File: src/rtl/alarm_clock_pkg.sv
// Shared encodings and widths for the alarm clock time/alarm datapath.
package alarm_clock_pkg;

  localparam logic [2:0] MODE_A = 3'd0;
  localparam logic [2:0] MODE_B = 3'd1;
  localparam logic [2:0] MODE_C = 3'd2;
  localparam logic [2:0] MODE_D = 3'd3;
  localparam logic [2:0] MODE_E = 3'd4;

  localparam int HOUR_MOD = 24;
  localparam int MIN_MOD  = 60;
  localparam int SEC_MOD  = 60;

  localparam int HOUR_W = 5;
  localparam int MIN_W  = 6;

  typedef enum logic [1:0] {IDLE, RINGING, DONE} ring_state_t;

endpackage

File: src/rtl/mod_counter.sv
// Modulo up/down counter with synchronous clear; wrap_up flags an up-step out of MODULUS-1.
module mod_counter #(
  parameter int MODULUS = 60,
  parameter int WIDTH   = 6
) (
  input  logic             clk,
  input  logic             rst,
  input  logic             clr,
  input  logic             up,
  input  logic             down,
  output logic [WIDTH-1:0] value,
  output logic             wrap_up
);

  localparam logic [WIDTH-1:0] LAST = WIDTH'(MODULUS - 1);

  logic step_up;
  logic step_down;

  assign step_up   = up && !down;
  assign step_down = down && !up;
  assign wrap_up   = step_up && (value == LAST);

  always_ff @(posedge clk) begin
    if (!rst) begin
      value <= '0;
    end else if (clr) begin
      value <= '0;
    end else if (step_up) begin
      value <= (value == LAST) ? '0 : value + 1'b1;
    end else if (step_down) begin
      value <= (value == '0) ? LAST : value - 1'b1;
    end
  end

endmodule

File: src/rtl/clock_time_keeper.sv
// Running time, alarm setting and ring control; display values are muxed by the current mode.
module clock_time_keeper
  import alarm_clock_pkg::*;
#(
  parameter int RING_SECS = 60
) (
  input  logic              clk,
  input  logic              rst,
  input  logic              sec_tick,
  input  logic [2:0]        mode,
  input  logic              inc_pulse,
  input  logic              dec_pulse,
  input  logic              stop_pulse,
  input  logic              alarm_en,
  output logic [HOUR_W-1:0] time_hour,
  output logic [MIN_W-1:0]  time_min,
  output logic [MIN_W-1:0]  time_sec,
  output logic [HOUR_W-1:0] alarm_hour,
  output logic [MIN_W-1:0]  alarm_min,
  output logic [HOUR_W-1:0] disp_hour,
  output logic [MIN_W-1:0]  disp_min,
  output logic              dp,
  output logic              alarm_ring
);

  localparam logic [7:0] RING_LAST = 8'(RING_SECS - 1);

  logic mode_a, mode_b, mode_c, mode_d, mode_e;
  logic edit;
  logic sec_wrap, min_wrap, hour_wrap, amin_wrap, ahour_wrap;
  logic unused_wraps;
  logic match;

  ring_state_t state, state_nxt;
  logic [7:0]  ring_cnt, ring_cnt_nxt;

  // Undefined encodings 101..111 fall back to run mode.
  assign mode_b = (mode == MODE_B);
  assign mode_c = (mode == MODE_C);
  assign mode_d = (mode == MODE_D);
  assign mode_e = (mode == MODE_E);
  assign mode_a = !(mode_b || mode_c || mode_d || mode_e);

  // Only a lone inc or dec is an edit; both together leave seconds alone too.
  assign edit = inc_pulse ^ dec_pulse;

  mod_counter #(.MODULUS(SEC_MOD), .WIDTH(MIN_W)) u_sec (
    .clk(clk), .rst(rst),
    .clr((mode_b || mode_c) && edit),
    .up(mode_a && sec_tick),
    .down(1'b0),
    .value(time_sec), .wrap_up(sec_wrap)
  );

  mod_counter #(.MODULUS(MIN_MOD), .WIDTH(MIN_W)) u_min (
    .clk(clk), .rst(rst), .clr(1'b0),
    .up(mode_a ? sec_wrap : (mode_c && inc_pulse)),
    .down(mode_c && dec_pulse),
    .value(time_min), .wrap_up(min_wrap)
  );

  mod_counter #(.MODULUS(HOUR_MOD), .WIDTH(HOUR_W)) u_hour (
    .clk(clk), .rst(rst), .clr(1'b0),
    .up(mode_a ? min_wrap : (mode_b && inc_pulse)),
    .down(mode_b && dec_pulse),
    .value(time_hour), .wrap_up(hour_wrap)
  );

  mod_counter #(.MODULUS(MIN_MOD), .WIDTH(MIN_W)) u_alarm_min (
    .clk(clk), .rst(rst), .clr(1'b0),
    .up(mode_e && inc_pulse),
    .down(mode_e && dec_pulse),
    .value(alarm_min), .wrap_up(amin_wrap)
  );

  mod_counter #(.MODULUS(HOUR_MOD), .WIDTH(HOUR_W)) u_alarm_hour (
    .clk(clk), .rst(rst), .clr(1'b0),
    .up(mode_d && inc_pulse),
    .down(mode_d && dec_pulse),
    .value(alarm_hour), .wrap_up(ahour_wrap)
  );

  assign unused_wraps = &{1'b0, hour_wrap, amin_wrap, ahour_wrap};

  always_ff @(posedge clk) begin
    if (!rst) begin
      dp <= 1'b0;
    end else if (!mode_a) begin
      dp <= 1'b1;
    end else if (sec_tick) begin
      dp <= ~dp;
    end
  end

  assign match = alarm_en && mode_a && (time_hour == alarm_hour) &&
                 (time_min == alarm_min) && (time_sec == '0);

  always_ff @(posedge clk) begin
    if (!rst) begin
      state    <= DONE;
      ring_cnt <= '0;
    end else begin
      state    <= state_nxt;
      ring_cnt <= ring_cnt_nxt;
    end
  end

  // DONE waits for the match to clear so one matching second rings only once.
  always_comb begin
    state_nxt    = state;
    ring_cnt_nxt = ring_cnt;
    case (state)
      IDLE: begin
        if (match) begin
          state_nxt    = RINGING;
          ring_cnt_nxt = '0;
        end
      end
      RINGING: begin
        if (stop_pulse || !alarm_en || !mode_a) begin
          state_nxt = DONE;
        end else if (sec_tick) begin
          ring_cnt_nxt = ring_cnt + 8'd1;
          if (ring_cnt == RING_LAST) state_nxt = DONE;
        end
      end
      DONE: begin
        if (!match) state_nxt = IDLE;
      end
      default: state_nxt = DONE;
    endcase
  end

  assign alarm_ring = (state == RINGING);

  assign disp_hour = (mode_d || mode_e) ? alarm_hour : time_hour;
  assign disp_min  = (mode_d || mode_e) ? alarm_min  : time_min;

endmodule

File: config.mk
export PLATFORM = sky130hd
export DESIGN_NAME = clock_time_keeper
export DESIGN_NICKNAME = d
export VERILOG_FILES = /design/src/rtl/alarm_clock_pkg.sv /design/src/rtl/mod_counter.sv /design/src/rtl/clock_time_keeper.sv
export SDC_FILE = /design/constraint.sdc
export NUM_CORES = 1
export LEC_CHECK = 0
export ABC_AREA = 1
export CORE_AREA = 5 5 88 82
export DETAILED_ROUTE_END_ITERATION = 8
export DIE_AREA = 0 0 93 87
export PLACE_DENSITY = 0.72
export SYNTH_ARGS = -nofsm -noshare
export SYNTH_HDL_FRONTEND = slang
export SYNTH_SLANG_ARGS = --single-unit
export TNS_END_PERCENT = 10
File: constraint.sdc
create_clock -name clk -period 2.6 [get_ports clk]
set_input_delay 0.26 -clock clk [delete_from_list [all_inputs] [get_ports clk]]
set_output_delay 0.26 -clock clk [all_outputs]
set_load 0.05 [all_outputs]
Yosys cells after proc, flatten, opt, wreduce, memory -nomap -nowiden
Cells that the tools add are included.
{ "word_totals": {"wordCells": 129, "ff_bits": 39, "in_bits": 10} }
{ "classes": {"reduce_logical": 55, "bitwise_logic": 3, "n_eq_ne": 20, "n_mux": 33, "n_addsub": 10} }
{ "ops": {"columns": ["operator", "count"], "rows": [
  ["$mux 6", 10],
  ["$mux 5", 9],
  ["$logic_and 1x1->1", 24],
  ["$mux 8", 3],
  ["$add 6x1->6 const B", 3],
  ["$eq 6x6->1 const B", 3],
  ["$logic_not 6->1", 3],
  ["$pmux 8 s2", 1],
  ["$reduce_bool 2->1", 6],
  ["$sub 6x1->6 const B", 2],
  ["$add 5x1->5 const B", 2],
  ["$eq 5x5->1 const B", 2],
  ["$logic_not 1->1", 10],
  ["$logic_not 5->1", 2],
  ["$mux 2", 5],
  ["$sub 5x1->5 const B", 2],
  ["$add 8x1->8 const B", 1],
  ["$eq 8x6->1 const B", 1],
  ["$ne 2x2->1 const B", 4],
  ["$reduce_and 4->1", 2],
  ["$eq 3x2->1 const B", 2],
  ["$eq 6x6->1", 1],
  ["$logic_or 1x1->1", 6],
  ["$pmux 2 s3", 1],
  ["other kinds (12)", 16]
]} }

Logic depth before layout (Yosys ltp)
Gate-level depths: netlist (run 1).
{ "logic_depth": {"depth_word": 15, "depth_mapped": 16, "depth_no_buf": 15} }

Hierarchy
From an unflattened synthesis (run 1), not the netlist that was laid out.
{ "hier_totals": {"cells_unflattened": 623, "hier_area_um2": 3762.4} }
{ "by_module_without_submodules": {"columns": ["mod", "cells_per_inst", "seq_area_each_um2", "area_per_inst_um2", "n_inst"], "rows": [
  ["mod_counter at u_alarm_min ...", 86, 120.1, 558.0, 3],
  ["clock_time_keeper", 229, 220.2, 1242.4, 1],
  ["mod_counter at u_alarm_hour ...", 68, 100.1, 422.9, 2]
]} }

Worst setup path after synthesis (run 1)
No wires, ideal clock.
{ "synth_timing": {"path_kind": "reg-to-reg", "startpoint": "register u_sec.value[1]", "endpoint": "register u_hour.value[4]", "t_required_ns": 2.529, "period_less_slack_ns": 2.685, "stages_incl_launch_ff": 15, "path_buffers": 1, "path_slack_ns": -0.085, "t_arrival_ns": 2.614, "cell_sequence": "dfxtp_1 ha_1 nand3_1 nor3_1 nand2_1 o21ai_0 ha_1 nand2_1 o22ai_1 ha_1 clkbuf_1 o21ai_0 o31ai_1 nand2_1 a21oi_1"} }
{ "synth_via": {"elab_chain_len": 9, "word_cells_on_any_way": 11, "cone_classes": "1 x eq/ne; 3 x mux; 7 x reduce/logical"} }
{ "synth_rtl": {"columns": ["element", "line_no", "source"], "rows": [
  ["start, declared", "mod_counter.sv:11", "output logic [WIDTH-1:0] value,"],
  ["start signal, assigned", "mod_counter.sv:30", "value <= (value == LAST) ? '0 : value + 1'b1;"],
  ["start signal, assigned", "mod_counter.sv:32", "value <= (value == '0) ? LAST : value - 1'b1;"],
  ["$eq 6x6->1 (*)", "mod_counter.sv:22", "assign wrap_up = step_up && (value == LAST);"],
  ["$logic_and 1x1->1 (*)", "mod_counter.sv:22", null],
  ["$mux 1 (*)", "clock_time_keeper.sv:57", ".up(mode_a ? sec_wrap : (mode_c && inc_pulse)),"],
  ["$logic_and 1x1->1 (*)", "mod_counter.sv:20", "assign step_up = up && !down;"],
  ["$logic_and 1x1->1 (*)", "mod_counter.sv:22", null],
  ["$mux 1 (*)", "clock_time_keeper.sv:64", ".up(mode_a ? min_wrap : (mode_b && inc_pulse)),"],
  ["$logic_not 1->1", "mod_counter.sv:21", "assign step_down = down && !up;"],
  ["$logic_and 1x1->1", "mod_counter.sv:21", null],
  ["$reduce_bool 2->1 (no source line)", null, null],
  ["end signal, assigned", "mod_counter.sv:30", null],
  ["end signal, assigned", "mod_counter.sv:32", null],
  ["end, declared", "mod_counter.sv:11", null]
]} }
Every way passes the cells marked *; elsewhere a longest branch is shown, timed or not.
A chain may end at the register's enable or synchronous reset.

Worst setup path after layout (run 1)
Same ends and word-level chain as after synthesis.

==> results by stage, run 1 <==
CTS:
- The number of buffers created by CTS is 5.
- The cell sitting at the root of the clock tree is a sky130_fd_sc_hd__clkbuf_8.
- The count of clock tree sinks is 39.
- The H-tree was split into 2 levels.
- The clock passes through at most 2 buffers.
- After clock tree synthesis, the clock-pin slew on the worst setup and hold paths is 80 ps.
- At the later pin of the worst-skew pair, clock insertion delay measures 300 ps.
- The TritonCTS clock tree is done.
- The count of hold buffers inserted by post-cts repair is 0.

Run:
- Max-cap violations in this run came to 0.

Drt:
- The detailed router used layers up to and including met4.
- The met1 routed wirelength after detailed routing is 3659 um.
- Detailed routing placed a total of 529 um of wire on met3.
- The number of detailed-routing iterations run before antenna repair is 5.
- The residual antenna-violating net count after detailed routing is 0.
- In the routed design, unresolved DRC markers number 0.
- For this block, the routed nets add up to 7952 um of wire.
- The final routed wire length divided by cell count is 13.34 um.
- The post-detailed-route via-to-cell ratio is 5.430.
- The count of routing violations after the opening detailed-route iteration is 184.
- The wire length on met2 is 3658 um.
- Summing over every cut layer, the via total after detailed routing is 3236.

Worst setup path:
- In this run the worst path has a maximum fanout of 5.
- The worst register-to-register path ends at u_hour.value[4].
- The signal on the critical path passes through ha_1, nand3_1, nor3_1, nand2_1, o21ai_0, ha_1, nand2_1, o22ai_1, ha_1, o21ai_0, o31ai_1, nand2_1, a21oi_1.
- The worst setup path endpoint is u_hour.value[4].
- The largest single stage delay on the critical path is 370 ps.
- At the worst endpoint, the arrival time is 2530 ps.
- The launch point of the critical path is u_sec.value[1].
- Data on the critical path is required at its endpoint by 2810 ps.
- In this design, the largest share of critical-path delay is due to compound AO/OA/AOI/OAI gates.
- For the worst flop-to-flop path, the logic depth is 13.
- STA classifies the critical path endpoint as a register.
- The flop-to-flop setup slack is 280 ps.
- The worst path buffer plus inverter count is 0.
- The startpoint type of the worst setup path is a register.
- By startpoint and endpoint, the worst setup path is classified as register to register.
- For this design, the slowest cell found on the critical path is sky130_fd_sc_hd__dfxtp_2.
- In this run the number of cells on the critical path is 13.
- The startpoint identified for the worst register-to-register timing path is u_sec.value[1].

Finish:
- The fraction of layout cells with a size suffix above 1 is 11.13%.
- The final core utilization is 61.59%.
- The layout has 620 filler cells.
- The finished layout holds 596 standard cells, fillers aside.
- Compared with the post-synthesis result, the final layout area differs by 28.80%.
- The most frequent standard cell in the layout excluding fill and tap cells is sky130_fd_sc_hd__nand2_1.
- At the end of the flow, the number of nets in the layout was 547.
- The count of inserted antenna diode cells is 0.
- Leaving out fill and tap cells, the most frequent cells in the layout are sky130_fd_sc_hd__nand2_1, sky130_fd_sc_hd__inv_1, sky130_fd_sc_hd__o21ai_0.

Min path:
- In this run the worst hold path is classified as register to register.
- The number of instances on the worst hold path is 2.

Timing:
- The number of pins exceeding their max-slew limit in the final report was 0.
- The time the final worst path needs with I/O delays and setup is 2320 ps.
- For the pin with the worst max-slew slack, the measured transition is 599.4 ps.
- The setup TNS is 0 ps.
- The tightest hold path in the finished design has a slack of 486.0 ps.
- The maximum operating frequency is 431.0 MHz.
- The total setup violations reported at the end of the flow is 0.
- Between clock sinks in the finished design, the worst skew comes to 8.187 ps.
- The share of the clock period used by the worst path after layout is 89.24%.
- In this run the tightest slew margin relative to its limit is 59.79%.
- Setup repair after global routing left no endpoint under its margin.
- The count of final hold-check violations is 0.

Power and ir drop:
- The peak ir drop on the vdd network is 0.2365 mV.
- The static leakage power is 1.684 nW.
- The power density of the placed cells is 493.6 nW/um^2.

Floorplanning:
- The row count is 28.
- The top-level I/O count is 51.
- In this run the vertical extent of the chip is 87 um.
- The die is 93 um wide.
- The die area is 8091 sq um.
- The effective utilization at floorplan is 47.82%.
- The core box area is 6306 sq um.

Yosys:
- Yosys printed 0 warnings.
- After synthesis the cells add up to 3015 sq um.
- The flop and latch count out of synthesis is 39.
- After synthesis, the mean cell area works out to 6.485 sq um.
- The count of unique library cells instantiated by Yosys is 37.
- The cell count after synthesis is 465.
- The number of nets in the synthesized netlist is 492.
- The sequential-to-total area share from yosys stat is 25.89%.

Placed design:
- Counting tap cells, the placed design contains a total of 588 instances.
- The placed wire-length estimate after detailed placement is 5920 um.
- The routability-driven placement congestion ratio is 0.9551.
- In this run the tool buffered the top-level ports with 50 buffer cells.

Global routing:
- The wire length of the first global-routing pass is 13660 um.
- Entering global routing, the biggest net connects 23 pins.
- Summed over all layers, the global routing overflow is 0.
- The via count of the first global-routing pass is 3011.
- The number of antenna violations at the first check in global routing is 0.
- The global-route usage over all layers is 20.48%.

Status:
- The flow ran to the end, and the final reports show no timing, DRC or antenna violations.
cell type report:
type	instances	area, sq um	area share [%]
multi-input cells	343	1911	49.19
flip-flops and latches	39	783.3	20.17
repair buffers	61	700.7	18.04
inverters	70	262.8	6.765
well taps	75	93.84	2.416
clock buffers	6	72.57	1.869
clock inverters	2	60.06	1.546
tightest hold or removal path: cells and delay by family, from the launching register on:
family	cells	cell delay, ps
AO/OA/AOI/OAI	1	50
flip-flops	1	330
AND/OR/NAND/NOR	1	70
synth_stat cells:
cell	instances	share of area (%)
sky130_fd_sc_hd__a211oi_1	1	0.25
sky130_fd_sc_hd__a21oi_1	37	6.1
sky130_fd_sc_hd__a311oi_1	1	0.29
sky130_fd_sc_hd__a31oi_1	9	1.9
sky130_fd_sc_hd__buf_2	4	0.66
sky130_fd_sc_hd__buf_4	2	0.50
sky130_fd_sc_hd__clkbuf_1	7	0.87
sky130_fd_sc_hd__clkinv_1	1	0.12
sky130_fd_sc_hd__dfxtp_1	39	26
sky130_fd_sc_hd__ha_1	17	7.1
sky130_fd_sc_hd__inv_1	57	7.1
sky130_fd_sc_hd__inv_2	12	1.5
sky130_fd_sc_hd__nand2_1	85	11
sky130_fd_sc_hd__nand2_2	2	0.41
sky130_fd_sc_hd__nand2_4	4	1.5
sky130_fd_sc_hd__nand3_1	39	6.5
sky130_fd_sc_hd__nand3_2	1	0.33
sky130_fd_sc_hd__nand3b_1	1	0.25
sky130_fd_sc_hd__nand4_1	10	2.1
sky130_fd_sc_hd__nor2_1	34	4.2
sky130_fd_sc_hd__nor2_2	3	0.62
sky130_fd_sc_hd__nor2_4	1	0.37
sky130_fd_sc_hd__nor3_1	8	1.3
sky130_fd_sc_hd__nor3_2	3	1.0
sky130_fd_sc_hd__nor3b_1	3	0.75
sky130_fd_sc_hd__nor4_1	1	0.21
sky130_fd_sc_hd__o211ai_1	5	1.2
sky130_fd_sc_hd__o21ai_0	47	7.8
sky130_fd_sc_hd__o21ai_2	1	0.29
sky130_fd_sc_hd__o21bai_1	1	0.25
sky130_fd_sc_hd__o22ai_1	1	0.21
sky130_fd_sc_hd__o31ai_1	3	0.75
sky130_fd_sc_hd__o32ai_1	1	0.29
sky130_fd_sc_hd__or2_0	1	0.21
sky130_fd_sc_hd__or2_1	1	0.21
sky130_fd_sc_hd__xnor2_1	7	2.0
sky130_fd_sc_hd__xor2_1	15	4.4
report_power, final:
| group | total (mW) | internal, mW | switching, mW | leakage (nW) |
|---|---|---|---|---|
| combinational | 0.629 | 0.236 | 0.393 | 1.30 |
| clock | 0.608 | 0.384 | 0.224 | 0.0654 |
| sequential | 0.680 | 0.629 | 0.0514 | 0.319 |
| total | 1.92 | 1.25 | 0.669 | 1.68 |
metal layers:
layer | track usage (%) | up-vias
met4 | 5.992 | 0
met1 | 27.11 | 1456
li1 | - | 1652
met3 | 5.013 | 12
met2 | 33.16 | 116
met5 | 0 | -
registers in the layout, summed over array words and instances, names as in the netlist:
name,cells
u_min.value,6
ring_cnt,8
dp,1
u_hour.value,5
u_sec.value,6
u_alarm_hour.value,5
u_alarm_min.value,6
state,2
repair_timing:
item | 4_1_cts | 5_1_grt
hold endpoints to repair | 0 | 0
endpoints found under the setup margin | 0 | 2
resized for setup | 0 | 3
buffers inserted | 0 | 0
logic make-up (layout without fill, tap and decap cells):
group / Yosys count / after routing / share of synthesized area [%]
XOR/XNOR: 22 / 22 / 6.390
flip-flops: 39 / 39 / 25.89
buffers and inverters: 83 / 139 / 10.75
AO/OA/AOI/OAI: 107 / 107 / 19.38
adder cells (fa/ha/maj): 17 / 17 / 7.054
AND/OR/NAND/NOR: 197 / 197 / 30.54
how the worst min path moves through the flow:
stage                  end  slack [ps]        start
2_1_floorplan  ring_cnt[5]         450  ring_cnt[5]
4_1_cts        ring_cnt[5]         490  ring_cnt[5]
3_5_place_dp   ring_cnt[5]         470  ring_cnt[5]
3_3_place_gp   ring_cnt[5]         470  ring_cnt[5]
6_report       ring_cnt[5]         490  ring_cnt[5]
5_1_grt        ring_cnt[3]         530  ring_cnt[3]
stage by stage:
stage | area, sq um | setup WS (ps) | power (mW)
2_1_floorplan | 3018 | 102.2 | 1.106
3_3_place_gp | 3744 | -8.969 | 1.310
3_5_place_dp | 3744 | -122.4 | 1.316
4_1_cts | 3876 | 198.2 | 1.937
5_1_grt | 3884 | 32.89 | 2.034
6_report | 3884 | 279.8 | 1.917
(Power assumes the default switching activity.)
==> inputs of run 2 (changes only) <==
CORE_AREA = 2 2 86 80   (was 5 5 88 82)
DIE_AREA = 0 0 88 82   (was 0 0 93 87)
PLACE_DENSITY = 0.7   (was 0.72)
TNS_END_PERCENT = default   (was 10)
==> results by stage, run 2 (same netlist as run 1, synthesis figures left out) <==
Timing:
- Summed over all failing endpoints, the final setup total negative slack is 0 ps.
- The number of pins exceeding their max-slew limit in the final report came to 0.
- The slack of the critical path is 220.2 ps.
- Measured against its own limit, the worst slew margin works out to 58.39%.
- Clock skew on the completed layout was measured at 7.412 ps.
- Setup repair after global routing left no endpoint under its margin.
- The time the final worst path needs with I/O delays and setup is 2380 ps.
- The share of the clock period used by the worst path after layout is 91.53%.
- Static timing analysis puts the maximum clock frequency at 420.2 MHz.
- The measured slew at the worst slew-check pin is 620.2 ps.
- Setup violations remaining at the end of the flow were counted as 0.
- The count of final hold-check violations came to 0.

CTS:
- The TritonCTS clock tree is done.
- The clock drives 39 sinks.
- The cell at the root of the clock tree is sky130_fd_sc_hd__clkbuf_8.
- In this run the post-CTS setup repair buffer count came out at 0.
- The clock network latency to the later pin of the worst-skew pair is 300 ps.
- After clock tree synthesis, the clock-pin slew on the worst setup and hold paths is 90 ps.
- Counting the buffers created by CTS gives 5.
- Counting along the longest clock path gives a buffer depth of 2.
- Hold repair after CTS inserted 0 buffers.
- The number of H-tree levels is 2.

Worst setup path:
- In this design, the stage delay of the slowest critical-path cell is 580 ps.
- Data on the critical path arrives at its endpoint at 2120 ps.
- The critical path starts at mode[1].
- The startpoint type of the worst setup path is an input pin.
- The gate family responsible for the most delay along the worst path is buffers and inverters.
- The worst register-to-register path has a depth of 13.
- Across all register-to-register paths, the minimum setup slack is 230 ps.
- The worst setup path endpoint is disp_hour[4].
- Traced cell by cell, the critical path runs through clkdlybuf4s50_1, inv_2, buf_4, nor3_1, inv_1, nand2_1, buf_4, nand2_1, o21ai_0, buf_12.
- In this run the worst path has a maximum fanout of 22.
- The critical path required time is 2340 ps.
- In this run the critical register-to-register path is captured at u_hour.value[4].
- The sort of element at the end of the critical path is an output port.
- In this run the critical register-to-register path is launched from u_sec.value[1].
- The worst path buffer plus inverter count is 6.
- The number of cells on the critical path is 10.
- The critical path class is input pin to output port.
- The library cell contributing the largest single delay on the critical path is sky130_fd_sc_hd__clkdlybuf4s50_1.

Drt:
- The wire length on met3 is 363 um.
- The residual antenna-violating net count after detailed routing is 0.
- The routed wire length is 7956 um.
- For this block, the initial DRC count from the detailed router was 147.
- The met1 routed wirelength after detailed routing is 3812 um.
- The DRC violation count after routing is 0.
- The wire length on met2 is 3639 um.
- The final routed wire length divided by cell count is 13.04 um.
- In the routed layout, each cell is associated on average with a via count of 5.280.
- The uppermost layer routed is met4.
- The first TritonRoute pass finished after 4 iterations.
- The routed layout has 3221 vias.

Floorplanning:
- The core box area is 6341 sq um.
- The height of the die is 82 um.
- 51 I/O pins were placed.
- The die area is 7216 sq um.
- The row count is 28.
- The effective utilization at floorplan is 47.55%.
- The horizontal extent of the die is 88 um.

Power and ir drop:
- In this run the power density over the cells is 495.6 nW/um^2.
- The static leakage power is 1.653 nW.
- Summing internal, switching and leakage power gives 1.931 mW.
- IR analysis of the VDD net gives a maximum drop of 0.2822 mV.

Placed design:
- The placed wire-length estimate after detailed placement is 5957 um.
- The post-placement setup slack is -162.3 ps.
- Port buffering added 50 buffers.
- The routability-driven placement congestion ratio is 0.9784.

Status:
- The run finished with clean final reports.

Finish:
- The register with the most flip-flops is ring_cnt.
- The register with the most flip-flops in the layout has 8 of them.
- The library cells used most frequently in the layout, excluding fill and tap cells, are sky130_fd_sc_hd__nand2_1, sky130_fd_sc_hd__inv_1, sky130_fd_sc_hd__o21ai_0.
- The layout filler cell count is 603.
- Compared with the post-synthesis result, the final layout area differs by 29.21%.
- The most frequent standard cell in the layout excluding fill and tap cells is sky130_fd_sc_hd__nand2_1.
- The repair_antennas step left the layout with diodes totalling 0.
- The multi-input combinational cells in the finished layout cover a total of 1919 sq um.
- The final-stage net count is 546.
- In the final layout, the share of cells above drive strength 1 is 11.35%.
- The sequential cell area in the final layout is 783.3 sq um.

Global routing:
- The via count of the first global-routing pass is 2974.
- The overall overflow remaining after global route is 0.
- The global-route usage over all layers is 23.48%.
- The first global-routing pass estimated 13490 um of wire.
- The number of antenna violations at the first check in global routing is 0.
- The largest net degree at the start of global routing is 23.

Run:
- The number of violations of the max-capacitance limit is 0.

Min path:
- The path class of the lowest-slack min-delay path is register to register.
run 2: changes by cell type in the layout (fill, tap and decap cells not counted):
cell and change:
sky130_fd_sc_hd__dlymetal6s2s_1 -3, sky130_fd_sc_hd__clkdlybuf4s50_1 +3, sky130_fd_sc_hd__o22ai_2 +1, sky130_fd_sc_hd__buf_4 -1, sky130_fd_sc_hd__ha_1 -1, sky130_fd_sc_hd__o22ai_1 -1
sky130_fd_sc_hd__ha_2 +1
run 2: layout make-up:
class | instances | area share, %
Clock buffer | 6 | 1.863
Clock inverter | 2 | 1.541
Inverter | 70 | 6.744
Multi-Input combinational cell | 343 | 49.26
Sequential cell | 39 | 20.10
Tap cell | 90 | 2.890
Timing Repair Buffer | 60 | 17.60
run 2: worst min-delay path: stages (launching register included):
cell,delay [ps]
sky130_fd_sc_hd__dfxtp_1,340
sky130_fd_sc_hd__nand2_1,70
sky130_fd_sc_hd__a21oi_1,50
run 2: how the worst min path moves through the flow:
stage / from / to / slack (ps) / cells past startpoint
2_1_floorplan: ring_cnt[5] / ring_cnt[5] / 450 / 2
3_3_place_gp: ring_cnt[5] / ring_cnt[5] / 470 / 2
3_5_place_dp: ring_cnt[3] / ring_cnt[3] / 480 / 2
4_1_cts: ring_cnt[3] / ring_cnt[3] / 490 / 2
5_1_grt: ring_cnt[0] / ring_cnt[0] / 530 / 2
6_report: ring_cnt[3] / ring_cnt[3] / 490 / 2
run 2: layer usage:
layer	track usage, %	vias up
met5	0	-
met3	3.920	14
met4	9.231	0
li1	-	1648
met2	38.26	90
met1	30.93	1469
run 2: metrics by stage:
step | utilization, % | hold slack (ps) | cells | cell area [sq um]
floorplan | - | 452.4 | 465 | 3018
global placement | 59.21 | 469.5 | 602 | 3755
detailed placement | 59.21 | 476.2 | 602 | 3755
CTS | 61.31 | 489.7 | 610 | 3887
global route | 61.44 | 528.0 | 610 | 3896
finish | 61.44 | 494.2 | 610 | 3896
run 2: power by group:
group          switching, mW  leakage [nW]  total [mW]  internal (mW)
logic                  0.389          1.27       0.625          0.236
clock network          0.238        0.0654       0.622          0.384
registers             0.0556         0.319       0.684          0.629
run 2: timing repair:
item	in CTS	in global routing
gates resized for setup	0	2
endpoints found under the hold margin	0	0
setup endpoints to repair	0	2
==> inputs of run 3 (changes only) <==
CELL_PAD_IN_SITES_DETAIL_PLACEMENT = 0   (was default)
CELL_PAD_IN_SITES_GLOBAL_PLACEMENT = 1   (was default)
CORE_AREA = 2 2 103 95   (was 2 2 86 80)
DIE_AREA = 0 0 105 97   (was 0 0 88 82)
PLACE_DENSITY = 0.72   (was 0.7)
clock period = 1.95 ns   (was 2.6 ns; I/O delays follow)
==> results by stage, run 3 (same netlist as run 1, synthesis figures left out) <==
Timing:
- In the finished design, the share of the clock period the worst path needs comes to 103.8%.
- For the final database, setup skew stands at 8.380 ps.
- Based on the critical path, the design can be clocked at up to 493.9 MHz.
- Setup repair after global routing could not meet its margin everywhere.
- The total setup violations reported at the end of the flow is 5.
- In the post-route analysis, the smallest setup slack over all paths is -74.55 ps.
- The count of final hold-check violations is 0.
- The setup TNS is -211.4 ps.
- The time the final worst path needs with I/O delays and setup is 2025 ps.
- The number of pins exceeding their max-slew limit in the final report was 0.
- The measured slew at the worst slew-check pin is 511.5 ps.
- The worst-case headroom to the max-slew limit is 65.79%.

Power and ir drop:
- The total net switching power is 930.7 uW.
- The total design power is 2.560 mW.
- The worst-case IR drop observed on VDD is 0.2765 mV.
- The static leakage power is 1.911 nW.
- The power density of the placed cells is 584.8 nW/um^2.
- Net switching is 36.36% of the power.
- Sequential cells burn 34.7% of the power.
- The portion of total power attributed to combinational logic is 37.2%.
- The internal power consumption is 1.629 mW.
- The share of total power dissipated in the clock network is 28.1%.

Floorplanning:
- The die covers 10190 sq um.
- The core region is 9001 sq um.
- The top-level I/O count is 51.
- Row generation in the floorplan step produced 33 rows.
- The horizontal extent of the die is 105 um.
- The die is 97 um tall.
- Once the floorplan was initialized, standard cells occupied 33.50% of the core.

Global routing:
- The largest net degree at the start of global routing is 23.
- The overall overflow remaining after global route is 0.
- Global routing used 3.167% of the available met3 tracks.
- The via count of the first global-routing pass came to 3246.
- The number of antenna violations at the first check in global routing is 0.
- The global-route usage over all layers is 18.29%.
- For met1 alone, demand over resource in global routing was 24.96%.
- The most used routing layer is met2.
- The wire length of the first global-routing pass is 15530 um.
- For this run, global-route usage on met2 was measured as 30.17%.

Min path:
- Counting instances, the worst hold path has a depth of 2.
- The worst hold path terminates at ring_cnt[5].
- The worst hold path startpoint is ring_cnt[5].
- The path class of the lowest-slack min-delay path is register to register.

CTS:
- The tree is rooted in a sky130_fd_sc_hd__clkbuf_8.
- The count of hold buffers inserted by post-cts repair is 0.
- The H-tree generated during clock tree synthesis spans 2 levels.
- The number of buffers created by CTS is 5.
- The longest clock path from root to sink contains 2 buffers.
- Clock-pin slew was measured on the worst setup and hold paths at 80 ps.
- The count of clock tree sinks is 39.
- The later pin in the worst-skew pair is clocked with a latency of 290 ps.
- TritonCTS built the clock tree.

Status:
- The final reports fail on setup timing.
- The run finished, with violations left.

Finish:
- The count of inserted antenna diode cells is 0.
- The area added between synthesis and finish is 45.15%.
- Ranked by flip-flop count, first place goes to ring_cnt.
- The final core utilization is 48.62%.
- The post-layout instance count excluding filler cells is 689.
- Leaving out fill and tap cells, the most frequent cell in the layout is sky130_fd_sc_hd__nand2_1.
- In the layout the commonest cells are sky130_fd_sc_hd__nand2_1, sky130_fd_sc_hd__buf_4, sky130_fd_sc_hd__inv_1.
- Cells with a size suffix above 1 make up 23.28% of the layout.
- The final-stage net count is 593.
- The register with the most flip-flops in the layout has 8 of them.

Worst setup path:
- The worst stage delay on the critical path is 360 ps.
- The worst register-to-register path begins at u_sec.value[1].
- The critical path class is register to register.
- The number of cells on the worst reg-to-reg path is 13.
- Among all stages on the critical path, the largest delay is contributed by sky130_fd_sc_hd__dfxtp_4.
- The sort of element at the end of the critical path is a register.
- The worst setup path is launched from a register.
- The critical path goes through ha_4, nand3_2, nor3_2, nand2_1, o21ai_2, ha_2, nand2_2, o22ai_4, ha_4, o21ai_2, o31ai_1, nand2_1, a21oi_1.
- The flop-to-flop setup slack is -70 ps.
- In this run the critical register-to-register path is captured at u_hour.value[4].
- The largest driver fanout on the critical path is 6.
- Data on the critical path is required at its endpoint by 2170 ps.
- For the worst setup path, the data arrival time is 2240 ps.

Drt:
- The post-detailed-route via-to-cell ratio is 4.869.
- After detailed routing, the total wire length is 9144 um.
- In the final routed layout, each cell accounts on average for 13.27 um.
- The DRC violation count after routing is 0.
- In this run the remaining antenna-violating nets after routing total 0.
- The routed layout has 3355 vias.
- For this block, the initial DRC count from the detailed router was 147.
- The first TritonRoute pass finished after 5 iterations.

Placed design:
- In this run, placement finished with an instance count of 679.
- The placed wire-length estimate after detailed placement is 7074 um.
- The number of port buffers is 50.
- At the end of routability-driven placement, the weighted congestion stood at 0.8725.
- Prior to clock tree synthesis, the placed netlist has a worst setup slack of -567.2 ps.

Run:
- The tool flagged a number of max-cap violations equal to 0.
[run 3: cell types whose count changed in the layout (fill, tap and decap cells not counted), sizes merged]
cell / change
inv: -1
clkinvlp: +1
dlygate4sd2: +3
nand2: +1
dlymetal6s2s: +1
clkinv: +1
buf: +49
bufinv: -1
clkdlybuf4s50: -7
[run 3: power groups by stage]
stage / clock network, mW / registers, mW / logic [mW]
3_3_place_gp: 0 / 0.907 / 0.934
3_5_place_dp: 0 / 0.907 / 0.937
4_1_cts: 0.752 / 0.889 / 0.947
5_1_grt: 0.783 / 0.896 / 1.04
2_1_floorplan: 0 / 1.02 / 0.460
6_report: 0.718 / 0.888 / 0.953
[run 3: final cells by class]
cell class	count	area [sq um]
repair buffers	106	1042
multi-input cells	344	2002
clock inverters	2	35.03
flip-flops and latches	39	795.8
inverters	70	266.5
fillers	941	4624
clock buffers	6	82.58
well taps	122	152.6
[run 3: worst max path at each step]
stage	startpoint	to	slack [ps]	depth (start not counted)
2_1_floorplan	u_sec.value[1]	u_hour.value[4]	-250	14
3_3_place_gp	mode[2]	u_hour.value[2]	-530	15
3_5_place_dp	mode[2]	u_hour.value[2]	-570	15
4_1_cts	u_sec.value[0]	u_hour.value[2]	-70	14
5_1_grt	u_sec.value[1]	u_hour.value[2]	-250	14
6_report	u_sec.value[1]	u_hour.value[4]	-70	13
[run 3: layer usage]
| metal | wire length [um] | part of all wire, % |
|---|---|---|
| met3 | 322 | 3.5 |
| met2 | 4314 | 47 |
| met1 | 4410 | 48 |
| met4 | 97 | 1.1 |
| met5 | 0 | 0 |
[run 3: critical path: cells and delay by family (launching register included)]
kind | cells | cell delay, ps
compound gates | 5 | 570
fa+ha+maj | 3 | 540
flops | 1 | 360
simple gates | 5 | 480
[run 3: timing repair]
item	4_1_cts	5_1_grt
gates cloned	0	1
setup endpoints to repair	18	23
gates resized for setup	16	8
pin swaps	7	11
setup buffers	1	0
[run 3: stage by stage]
stage	cell area, sq um	hold slack [ps]
CTS	4340	485.8
detailed placement	4173	471.6
floorplan	3063	428.3
finish	4377	485.3
global placement	4173	467.1
global route	4377	502.6
